`src/rtl/bus_source_sequencer.sv`:
```
// Bus-source sequencer: queues {src,dst} transfer requests and plays each one
// out as a one-cycle one-hot out-enable/load-enable pair, stalling for MDR.
module bus_source_sequencer #(
    parameter int FIFO_DEPTH = 4,
    parameter int MDR_WAIT   = 2
) (
    input  logic        clock,
    input  logic        clear,
    input  logic        req_valid,
    output logic        req_ready,
    input  logic [4:0]  req_src,
    input  logic [4:0]  req_dst,
    output logic [23:0] src_out,
    output logic [23:0] dst_in,
    output logic        busy,
    output logic        err_bad_src
);

    localparam int PW = (FIFO_DEPTH > 1) ? $clog2(FIFO_DEPTH) : 1;
    localparam int CW = $clog2(FIFO_DEPTH + 1);
    localparam int WW = (MDR_WAIT > 1) ? $clog2(MDR_WAIT) : 1;
    localparam logic [4:0] MDR_CODE = 5'd21;
    localparam logic [4:0] NUM_CODES = 5'd24;

    typedef enum logic [1:0] {IDLE, WAIT, DRIVE} stateT;

    stateT          state, stateNext;
    logic [9:0]     fifoMem [FIFO_DEPTH];
    logic [PW-1:0]  wrPtr, rdPtr;
    logic [CW-1:0]  count, countNext;
    logic [WW-1:0]  waitCnt, waitNext;
    logic [4:0]     curSrc, curDst, curSrcNext, curDstNext;
    logic [4:0]     headSrc, headDst;
    logic           push, pop, errNext;

    assign push    = req_valid && req_ready;
    assign headSrc = fifoMem[rdPtr][9:5];
    assign headDst = fifoMem[rdPtr][4:0];

    always_comb begin
        stateNext  = state;
        waitNext   = waitCnt;
        curSrcNext = curSrc;
        curDstNext = curDst;
        errNext    = err_bad_src;
        pop        = 1'b0;
        unique case (state)
            IDLE, DRIVE: begin
                stateNext = IDLE;
                if (count != '0) begin
                    pop = 1'b1;
                    if (headSrc >= NUM_CODES) begin
                        // illegal source: entry is discarded, nothing driven
                        errNext = 1'b1;
                    end else begin
                        curSrcNext = headSrc;
                        curDstNext = headDst;
                        if (headSrc == MDR_CODE && MDR_WAIT > 0) begin
                            stateNext = WAIT;
                            waitNext  = WW'(MDR_WAIT - 1);
                        end else begin
                            stateNext = DRIVE;
                        end
                    end
                end
            end
            WAIT: begin
                if (waitCnt == '0) stateNext = DRIVE;
                else waitNext = waitCnt - 1'b1;
            end
            default: stateNext = IDLE;
        endcase
    end

    always_comb begin
        countNext = count;
        unique case ({push, pop})
            2'b10:   countNext = count + 1'b1;
            2'b01:   countNext = count - 1'b1;
            default: countNext = count;
        endcase
    end

    always_ff @(posedge clock) begin
        if (push) fifoMem[wrPtr] <= {req_src, req_dst};
    end

    always_ff @(posedge clock or posedge clear) begin
        if (clear) begin
            state       <= IDLE;
            wrPtr       <= '0;
            rdPtr       <= '0;
            count       <= '0;
            waitCnt     <= '0;
            curSrc      <= '0;
            curDst      <= '0;
            err_bad_src <= 1'b0;
            req_ready   <= 1'b1;
        end else begin
            state       <= stateNext;
            waitCnt     <= waitNext;
            curSrc      <= curSrcNext;
            curDst      <= curDstNext;
            err_bad_src <= errNext;
            count       <= countNext;
            req_ready   <= (countNext != CW'(FIFO_DEPTH));
            if (push) wrPtr <= wrPtr + PW'(1);
            if (pop)  rdPtr <= rdPtr + PW'(1);
        end
    end

    // enables appear the cycle after the FSM sits in DRIVE
    always_ff @(posedge clock or posedge clear) begin
        if (clear) begin
            src_out <= '0;
            dst_in  <= '0;
            busy    <= 1'b0;
        end else begin
            src_out <= '0;
            dst_in  <= '0;
            if (state == DRIVE) begin
                src_out <= 24'(1) << curSrc;
                if (curDst < NUM_CODES) dst_in <= 24'(1) << curDst;
            end
            busy <= (countNext != '0) || (stateNext != IDLE) || (state == DRIVE);
        end
    end

endmodule

```
`config.mk`:
```
export PLATFORM = sky130hd
export DESIGN_NAME = bus_source_sequencer
export DESIGN_NICKNAME = d
export VERILOG_FILES = /design/src/rtl/bus_source_sequencer.sv
export SDC_FILE = /design/constraint.sdc
export NUM_CORES = 1
export LEC_CHECK = 0
export CORE_ASPECT_RATIO = 0.8
export CORE_UTILIZATION = 55
export CTS_BUF_LIST = sky130_fd_sc_hd__clkbuf_16
export DETAILED_ROUTE_END_ITERATION = 12
export HOLD_SLACK_MARGIN = 0.03
export MAX_ROUTING_LAYER = met4
export PLACE_DENSITY = 0.82
export SLEW_MARGIN = 10
export SYNTH_ARGS = -nofsm -noshare
export SYNTH_HDL_FRONTEND = slang
export SYNTH_SLANG_ARGS = --single-unit
```
`constraint.sdc`:
```
create_clock -name clock -period 3.9 [get_ports clock]
set_input_delay 0.39 -clock clock [delete_from_list [all_inputs] [get_ports clock]]
set_output_delay 0.39 -clock clock [all_outputs]
set_load 0.005 [all_outputs]
```
# --- Word level (Yosys, flattened, before mapping) ---
# Memory sizes are Yosys's and may differ from the RTL's.
# Index checks and enable logic that the tools add are counted.
totals:
  regBits: 71
  memories: 1
  mem_bits_rw: 40
  out_inout_bits: 51
memory_table:
  columns: ["name", "depth", "width", "read_ports", "rd_ports_with_merged_regs", "write_ports", "line_no", "text"]
  rows:
  - ["fifoMem", 4, 10, 1, 0, 1, "28", "logic [9:0] fifoMem [FIFO_DEPTH];"]
classes:
  shift: 2
  n_eq_ne: 9
  mux: 18
  bitwise_logic: 1
  n_lt_le_gt_ge: 2
  n_reduce_logical: 12
  addsub: 5
ops:
  columns: ["operator", "n"]
  rows:
  - ["$mux W24", 3]
  - ["$shl A1 B5 Y24 const A", 2]
  - ["$mux W1", 8]
  - ["$mux W2", 4]
  - ["$ne A2 B2 Y1 const B", 3]
  - ["$pmux W3 S2", 1]
  - ["$reduce_and A3 Y1", 2]
  - ["$reduce_bool A3 Y1", 2]
  - ["$eq A5 B5 Y1 const B", 1]
  - ["$ge A5 B5 Y1 const B", 1]
  - ["$lt A5 B5 Y1 const B", 1]
  - ["$add A2 B1 Y2 const B", 2]
  - ["$eq A2 B1 Y1 const B", 2]
  - ["$eq A2 B2 Y1 const B", 2]
  - ["$pmux W2 S2", 1]
  - ["$reduce_and A4 Y1", 1]
  - ["$reduce_bool A2 Y1", 2]
  - ["$add A3 B1 Y3 const B", 1]
  - ["$ne A3 B3 Y1 const B", 1]
  - ["$sub A3 B1 Y3 const B", 1]
  - ["$logic_not A2 Y1", 1]
  - ["$logic_or A1 B1 Y1", 2]
  - ["$pmux W1 S2", 1]
  - ["$reduce_or A2 Y1", 1]
  - ["other kinds (3)", 3]

# --- Logic depth before layout (Yosys ltp) ---
# Gate-level depths: netlist (run 1).
# An unclocked memory read counts as a cell.
depth:
  ltp_word: 9
  ltp_mapped: 11
  ltp_nobuf: 10

# --- Least setup slack after synthesis (run 1) ---
# OpenSTA, ideal clock, no wires.
synth_path:
  path_kind: "reg2reg"
  startpoint: "register count[0]"
  endpoint: "register busy"
  arrival_time_ps: 2219
  slack_ps: 1611
  n_path_buf: 1
  required_ps: 3830
  path_stages_with_launch: 12
  cell_sequence: "dfrtp_1 nor3_1 or2_2 clkbuf_1 inv_1 ha_1 inv_1 fa_1 nor2b_1 nand2_1 o21ai_0 nand3b_1"
synth_via:
  elab_chain_cells: 8
  word_cells_on_any_way: 14
  cone_classes: "add/sub: 2; eq/ne: 2; mux: 5; reduce/logical: 5"
synth_lines:
  columns: ["item", "line_no", "text"]
  rows:
  - ["start, declared", "30", "logic [CW-1:0] count, countNext;"]
  - ["start signal, assigned", "105", "count <= countNext;"]
  - ["$reduce_bool A3 Y1 (*)", "50", "if (count != '0) begin"]
  - ["$mux W1 (*)", "50", null]
  - ["$mux W1 (*)", "47", "unique case (state)"]
  - ["net pop", "34", "logic push, pop, errNext;"]
  - ["$eq A2 B1 Y1 / $eq A2 B2 Y1 (equally long branches)", "77", "unique case ({push, pop})"]
  - ["$pmux W3 S2 (*)", "77", null]
  - ["$reduce_bool A3 Y1 (*)", "125", "busy <= (countNext != '0) || (stateNext != IDLE) || (state == DRIVE);"]
  - ["$logic_or A1 B1 Y1 (*) (2 in a row)", "125", null]
  - ["end signal, assigned", "125", null]
  - ["end, declared", "15", "output logic busy,"]
# The timed path passes the listed nets; every way through them passes the cells marked *.
# A chain may end at the register's enable or synchronous reset.

# --- Worst setup path after layout (run 1) ---
layout_path:
  startpoint: "register rdPtr[0]"
  endpoint: "register curDst[2], read port of fifoMem"
layout_via:
  elab_chain_cells: 4
layout_lines:
  columns: ["item", "line_no", "text"]
  rows:
  - ["start, declared", "29", "logic [PW-1:0] wrPtr, rdPtr;"]
  - ["start signal, assigned", "108", "if (pop) rdPtr <= rdPtr + PW'(1);"]
  - ["$mem_v2 Z4 W10 (*)", null, null]
  - ["$ge A5 B5 Y1", "52", "if (headSrc >= NUM_CODES) begin"]
  - ["$not A1 Y1 (no source line)", null, null]
  - ["$reduce_and A3 Y1 (no source line)", null, null]
  - ["end, declared", "32", "logic [4:0] curSrc, curDst, curSrcNext, curDstNext;"]
# Mark *: on every way between the ends. The rest lies on a longest branch, timed or not.

==> impl_metrics.csv, run 1 <==
group,metric,value,unit
run_status,outcome,"completed",
worst_setup_path,regToRegSetupSlack,1370,ps
layout,nNetsFinal,354,
synth,ys_async_sr_fraction,0.6396,
power_and_ir_drop,clkPwrFrac,0.236,
floorplan,design.die.area,7657,sq um
flow_run,drv_cap,0,
worst_setup_path,critPathKind,"flip-flop to flip-flop",
sta,finalHoldViolations,0,
floorplan,die_w,97.59,um
synth,yosysWarnings,0,
synth,synth-edff-count,40,
worst_setup_path,worstPathRequired,4130,ps
synth,ys_seq_area_frac,0.7411,
grt,grt_max_degree,61,
worst_setup_path,crit_fanout,12,
placed_design,gp_routability_congestion,0.7371,
floorplan,die_h,78.47,um
sta,setup_tns,0,ps
placed_design,hpwl,4722,um
layout,drive_above_1_share,0.1235,
grt,antenna_found_initial,0,
drt,detail-route-antenna-nets,0,
grt,grt_remaining_overflow,0,
clock_network,cts_setup_buffers,0,
power_and_ir_drop,p_comb_frac,0.298,
sta,relSlewSlack,0.3705,
synth,synth.avg_cell_area,15.17,sq um
clock_network,cts-root-buf,"clkbuf_16",
sta,setup_viol,0,
drt,drc,0,
power_and_ir_drop,switchingPower,1.142,mW
clock_network,cts.reportedPaths.clkPinSlew,70,ps
grt,grt_usage,0.2005,
synth,ys_seq_elements,111,
floorplan,rows,27,
synth,netlist_area,4020,sq um
drt,via_count,2223,
sta,final.period_utilization,0.6481,
synth,synthesis.nets,284,
synth,syn_inst,265,
power_and_ir_drop,vdd_drop_max,0.0004449,V
placed_design,io_buffers,63,
hold_path,hp-start,"waitCnt",
power_and_ir_drop,leakagePower,2.071,nW
drt,drt_iter0_drc,72,
worst_setup_path,critPathLaunchType,"flip-flop",
grt,grt_pass1_vias,2243,
sta,period_needed,2528,ps
power_and_ir_drop,seq_power_share,0.466,
worst_setup_path,reg2reg_from,"rdPtr[0]",
layout,final_cells,427,
sta,layout_setup_ws,1372,ps
hold_path,hold_path_class,"flip-flop to flip-flop",
sta,rsz0062_at_grt,"no",
clock_network,holdBufCountCts,0,
grt,grt_pass1_wl,11120,um
clock_network,postCtsResizedCells,0,
drt,drtPass1Iterations,4,
worst_setup_path,crit_start,"rdPtr[0]",
synth,yosysUniqueCellTypes,31,
power_and_ir_drop,swShare,0.3176,
placed_design,placed_cells,411,
placed_design,pre_cts_ws,1332,ps
synth,synth_flop_cell,"dfrtp_1",
sta,worstMarginPinSlew,943.2,ps
floorplan,core_area,6959,sq um
drt,vias_per_cell,5.206,
drt,drt_wl_total,6634,um
sta,slew_violations,0,
sta,timing.fmax,0.3956,GHz
clock_network,ctsLongestPathBuffers,2,
floorplan,initial_core_util,0.5777,
clock_network,cts.sinks,111,
clock_network,cts_buffers,9,
power_and_ir_drop,power.density,714.9,nW/um^2
worst_setup_path,arrival,2750,ps
worst_setup_path,endpoint_kind,"flip-flop",
clock_network,htreeDepth,3,
floorplan,ioPinCount,64,
sta,fin_skew,7.420,ps
clock_network,clock_latency,340,ps
layout,syn2layout_area_growth,25.09,%
layout,n_antenna_cell,0,
clock_network,tritoncts,"done",
power_and_ir_drop,p_int,2.453,mW
drt,routedWlPerCell,15.54,um
[metrics by stage]
stage	hold WS [ps]	util	cell area, sq um	power (mW)
after global placement	448.7	0.6821	4747	2.722
after global routing	479.2	0.7226	5029	3.809
after detailed placement	469.5	0.6821	4747	2.782
after floorplan	438.2	-	4020	2.422
after CTS	467.4	0.7224	5027	3.637
final	467.9	0.7226	5029	3.595
[routing by layer]
| layer | up-vias | global-route usage | part of all wire |
|---|---|---|---|
| li1 | 1055 | - | - |
| met1 | 1098 | 0.2581 | 0.45 |
| met2 | 65 | 0.3056 | 0.48 |
| met3 | 5 | 0.07213 | 0.056 |
| met4 | 0 | 0.05735 | 0.0077 |
| met5 | - | - | 0 |
[final timing paths]
kind / endpoint / cells past startpoint
min: state[1] / 1
min in group asynchronous: src_out[18] / 2
max: curDst[2] / 3
min reg2reg: state[1] / 1
max reg2reg: curDst[2] / 3
max in group asynchronous: req_ready / 3
[power groups by stage]
| stage | logic (mW) | clock network (mW) | registers, mW |
|---|---|---|---|
| after floorplan | 0.802 | 0 | 1.62 |
| after global placement | 1.04 | 0 | 1.68 |
| after detailed placement | 1.08 | 0 | 1.70 |
| after CTS | 1.09 | 0.870 | 1.68 |
| after global routing | 1.18 | 0.908 | 1.72 |
| final | 1.07 | 0.847 | 1.67 |
[cell families (layout without fill, tap and decap cells)]
family,count (synthesis),after routing,share of synthesized area
flops,111,111,0.7411
simple gates,99,99,0.1102
mux,19,19,0.08217
buf+inv,14,89,0.01338
compound gates,10,10,0.01961
fa+ha+maj,6,6,0.02054
xor+xnor,6,6,0.01307
[placed cells by master, fill, tap and decap left out, types with 2 or more instances in the layout]
cell type / instances
nand3_1: 7
and3_1: 4
or2_2: 4
nor2_1: 55
edfxtp_1: 40
mux4_2: 9
clkinv_4: 2
ha_1: 5
clkdlybuf4s50_1: 63
nand2b_1: 5
nand3b_1: 4
xnor2_1: 4
clkbuf_16: 9
dfrtp_1: 70
nor2b_1: 4
inv_1: 9
o21ai_0: 4
mux2_2: 9
xor2_1: 2
nand2_1: 14
[flip-flops by register name, summed over array words and instances (netlist names)]
register and cells:
state 2, fifoMem 40, dst_in 24, src_out 24, curDst 5, curSrc 5
count 3, wrPtr 2, err_bad_src 1, rdPtr 2, busy 1, req_ready 1
waitCnt 1
[synthesized netlist by cell type (5+ instances only)]
master | number | area (sq um)
nand2b_1 | 5 | 31.28
dfrtp_1 | 70 | 1752
ha_1 | 5 | 62.56
nand3_1 | 7 | 35.03
nor2_1 | 55 | 206.5
inv_1 | 9 | 33.78
nand2_1 | 14 | 52.55
mux4_2 | 9 | 202.7
mux2_2 | 9 | 101.4
edfxtp_1 | 40 | 1201
[worst max-delay path, cell delays in order (launching register included)]
cell and delay, ps:
dfrtp_1 770, mux4_1 740, a211oi_4 510, mux2_2 390
[cell type report]
type,count,area [sq um]
multi-input combinational,140,987.2
inverter,9,35.03
tap,87,108.9
clock inverter,7,55.05
fill,450,1931
clock buffer,9,225.2
sequential,111,2979
timing repair buffer,64,638.1
Note: power is estimated with default switching activity, not from simulation.
==> run 2: changes to the inputs <==
CORE_UTILIZATION = 47   (was 55)
PLACE_DENSITY = 0.74   (was 0.82)
clock period = 2.1 ns   (was 3.9 ns; I/O delays follow)
==> run 2 against run 1 <==
  * Cell count is 8.7% higher
  * Critical path depth is 7 higher
  * Core utilization is 7.4 points lower
  * Via count rose by 2.5%
  * Clock power rose by 89%
  * Register-to-register slack got worse by 1200 ps
  * Highest routed layer unchanged
==> impl_metrics.csv, run 2 (same netlist as run 1, synthesis figures left out) <==
group,metric,value,unit
floorplan,rows,29,
drt,drt_wl_total,7016,um
hold_path,hold_path_class,"primary input to asynchronous set/reset pin",
placed_design,hpwl,4992,um
floorplan,ioPinCount,64,
power_and_ir_drop,vdd_drop_max,0.0008182,V
worst_setup_path,crit_start,"count[2]",
grt,antenna_found_initial,0,
placed_design,io_buffers,63,
sta,worstMarginPinSlew,557.4,ps
floorplan,initial_core_util,0.4968,
drt,drtPass1Iterations,4,
sta,relSlewSlack,0.6276,
floorplan,design.die.area,8929,sq um
clock_network,cts.reportedPaths.clkPinSlew,70,ps
clock_network,tritoncts,"done",
layout,nNetsFinal,370,
drt,vias_per_cell,4.909,
clock_network,cts.sinks,111,
clock_network,ctsLongestPathBuffers,2,
clock_network,cts_buffers,9,
worst_setup_path,reg2reg_from,"count[2]",
power_and_ir_drop,power.density,1356,nW/um^2
sta,setup_viol,0,
sta,fin_skew,8.160,ps
clock_network,htreeDepth,3,
grt,grt_pass1_wl,11890,um
layout,n_antenna_cell,0,
flow_run,drv_cap,0,
worst_setup_path,endpoint_kind,"flip-flop",
drt,routedWlPerCell,15.12,um
worst_setup_path,critPathLaunchType,"flip-flop",
layout,layout_common_cells,"69 x dfrtp_1, 63 x clkdlybuf4s50_1, 55 x nor2_1, 40 x edfxtp_1, 15 x buf_4",
layout,syn2layout_area_growth,30.56,%
sta,whs,270.1,ps
sta,rsz0062_at_grt,"no",
layout,final_common_cell,"dfrtp_1",
drt,detail-route-antenna-nets,0,
sta,period_needed,1971,ps
clock_network,holdBufCountCts,0,
worst_setup_path,worstPathRequired,2380,ps
layout,finalCoreUtilization,0.6487,
sta,timing.fmax,0.5073,GHz
worst_setup_path,crit_fanout,3,
grt,grt_pass1_vias,2366,
grt,grt_max_degree,49,
layout,drive_above_1_share,0.1854,
worst_setup_path,arrival,2250,ps
floorplan,core_area,8092,sq um
layout,top_regs,"fifoMem x40, dst_in x24, src_out x24",
drt,drt_iter0_drc,48,
clock_network,clock_latency,340,ps
power_and_ir_drop,leakagePower,2.163,nW
run_status,outcome,"completed",
sta,finalHoldViolations,0,
layout,top_register,"fifoMem",
sta,final.period_utilization,0.9387,
clock_network,cts-root-buf,"clkbuf_16",
placed_design,gp_routability_congestion,0.7587,
sta,setup_tns,0,ps
sta,slew_violations,0,
worst_setup_path,critPathKind,"flip-flop to flip-flop",
grt,grt_usage,0.1842,
drt,via_count,2278,
layout,largest_reg_flops,40,
drt,drc,0,
floorplan,die_w,105.4,um
floorplan,die_h,84.72,um
grt,grt_remaining_overflow,0,
[run 2: power by group]
part / leakage, nW / switching, mW / internal, mW
Sequential: 1.30 / 0.288 / 2.74
Combinational: 0.724 / 1.21 / 1.28
Clock: 0.143 / 0.767 / 0.830
[run 2: cell type report]
cell class / instances / area (sq um)
Sequential cell: 111 / 2980
Clock inverter: 7 / 63.81
Tap cell: 108 / 135.1
Inverter: 9 / 37.54
Timing Repair Buffer: 80 / 783.3
Clock buffer: 9 / 225.2
Fill cell: 582 / 2843
Multi-Input combinational cell: 140 / 1023
[run 2: worst max-delay path, cell delays in order (launching register included)]
cell	delay (ps)
dfrtp_1	410
nor3_4	70
or2_4	230
inv_2	70
ha_4	130
inv_1	50
fa_2	330
xor2_1	140
nor2_1	120
xor2_1	230
nand3b_1	130
[run 2: per-stage QoR]
stage	power, mW	cells	setup slack (ps)	cell area (sq um)
after global placement	5.380	447	83.65	4933
final	7.116	464	128.6	5249
after global routing	7.565	464	18.05	5249
after detailed placement	5.487	447	16.10	4933
after floorplan	4.557	265	-26.58	4053
after CTS	7.117	464	10.70	5230
[run 2: layer usage]
metal  GRT usage  wire length (um)  part of all wire
met2      0.2811              3288              0.47
met1      0.2491              3310              0.47
met3     0.04348               366             0.052
met4     0.05378                51            0.0073
met5           -                 0                 0
[run 2: final timing paths]
check	cells after the start	endpoint	slack, ps
max	10	busy	130
min	2	curDst[4]	270
max reg2reg	10	busy	130
min reg2reg	1	state[1]	490
max in group asynchronous	3	src_out[8]	1240
min in group clock	1	state[1]	490
[run 2: timing repair]
| item | in CTS | in global routing |
|---|---|---|
| setup buffers | 1 | 0 |
| endpoints found under the hold margin | 0 | 0 |
| pin swaps | 0 | 2 |
| endpoints found under the setup margin | 1 | 7 |
| resized for setup | 0 | 8 |
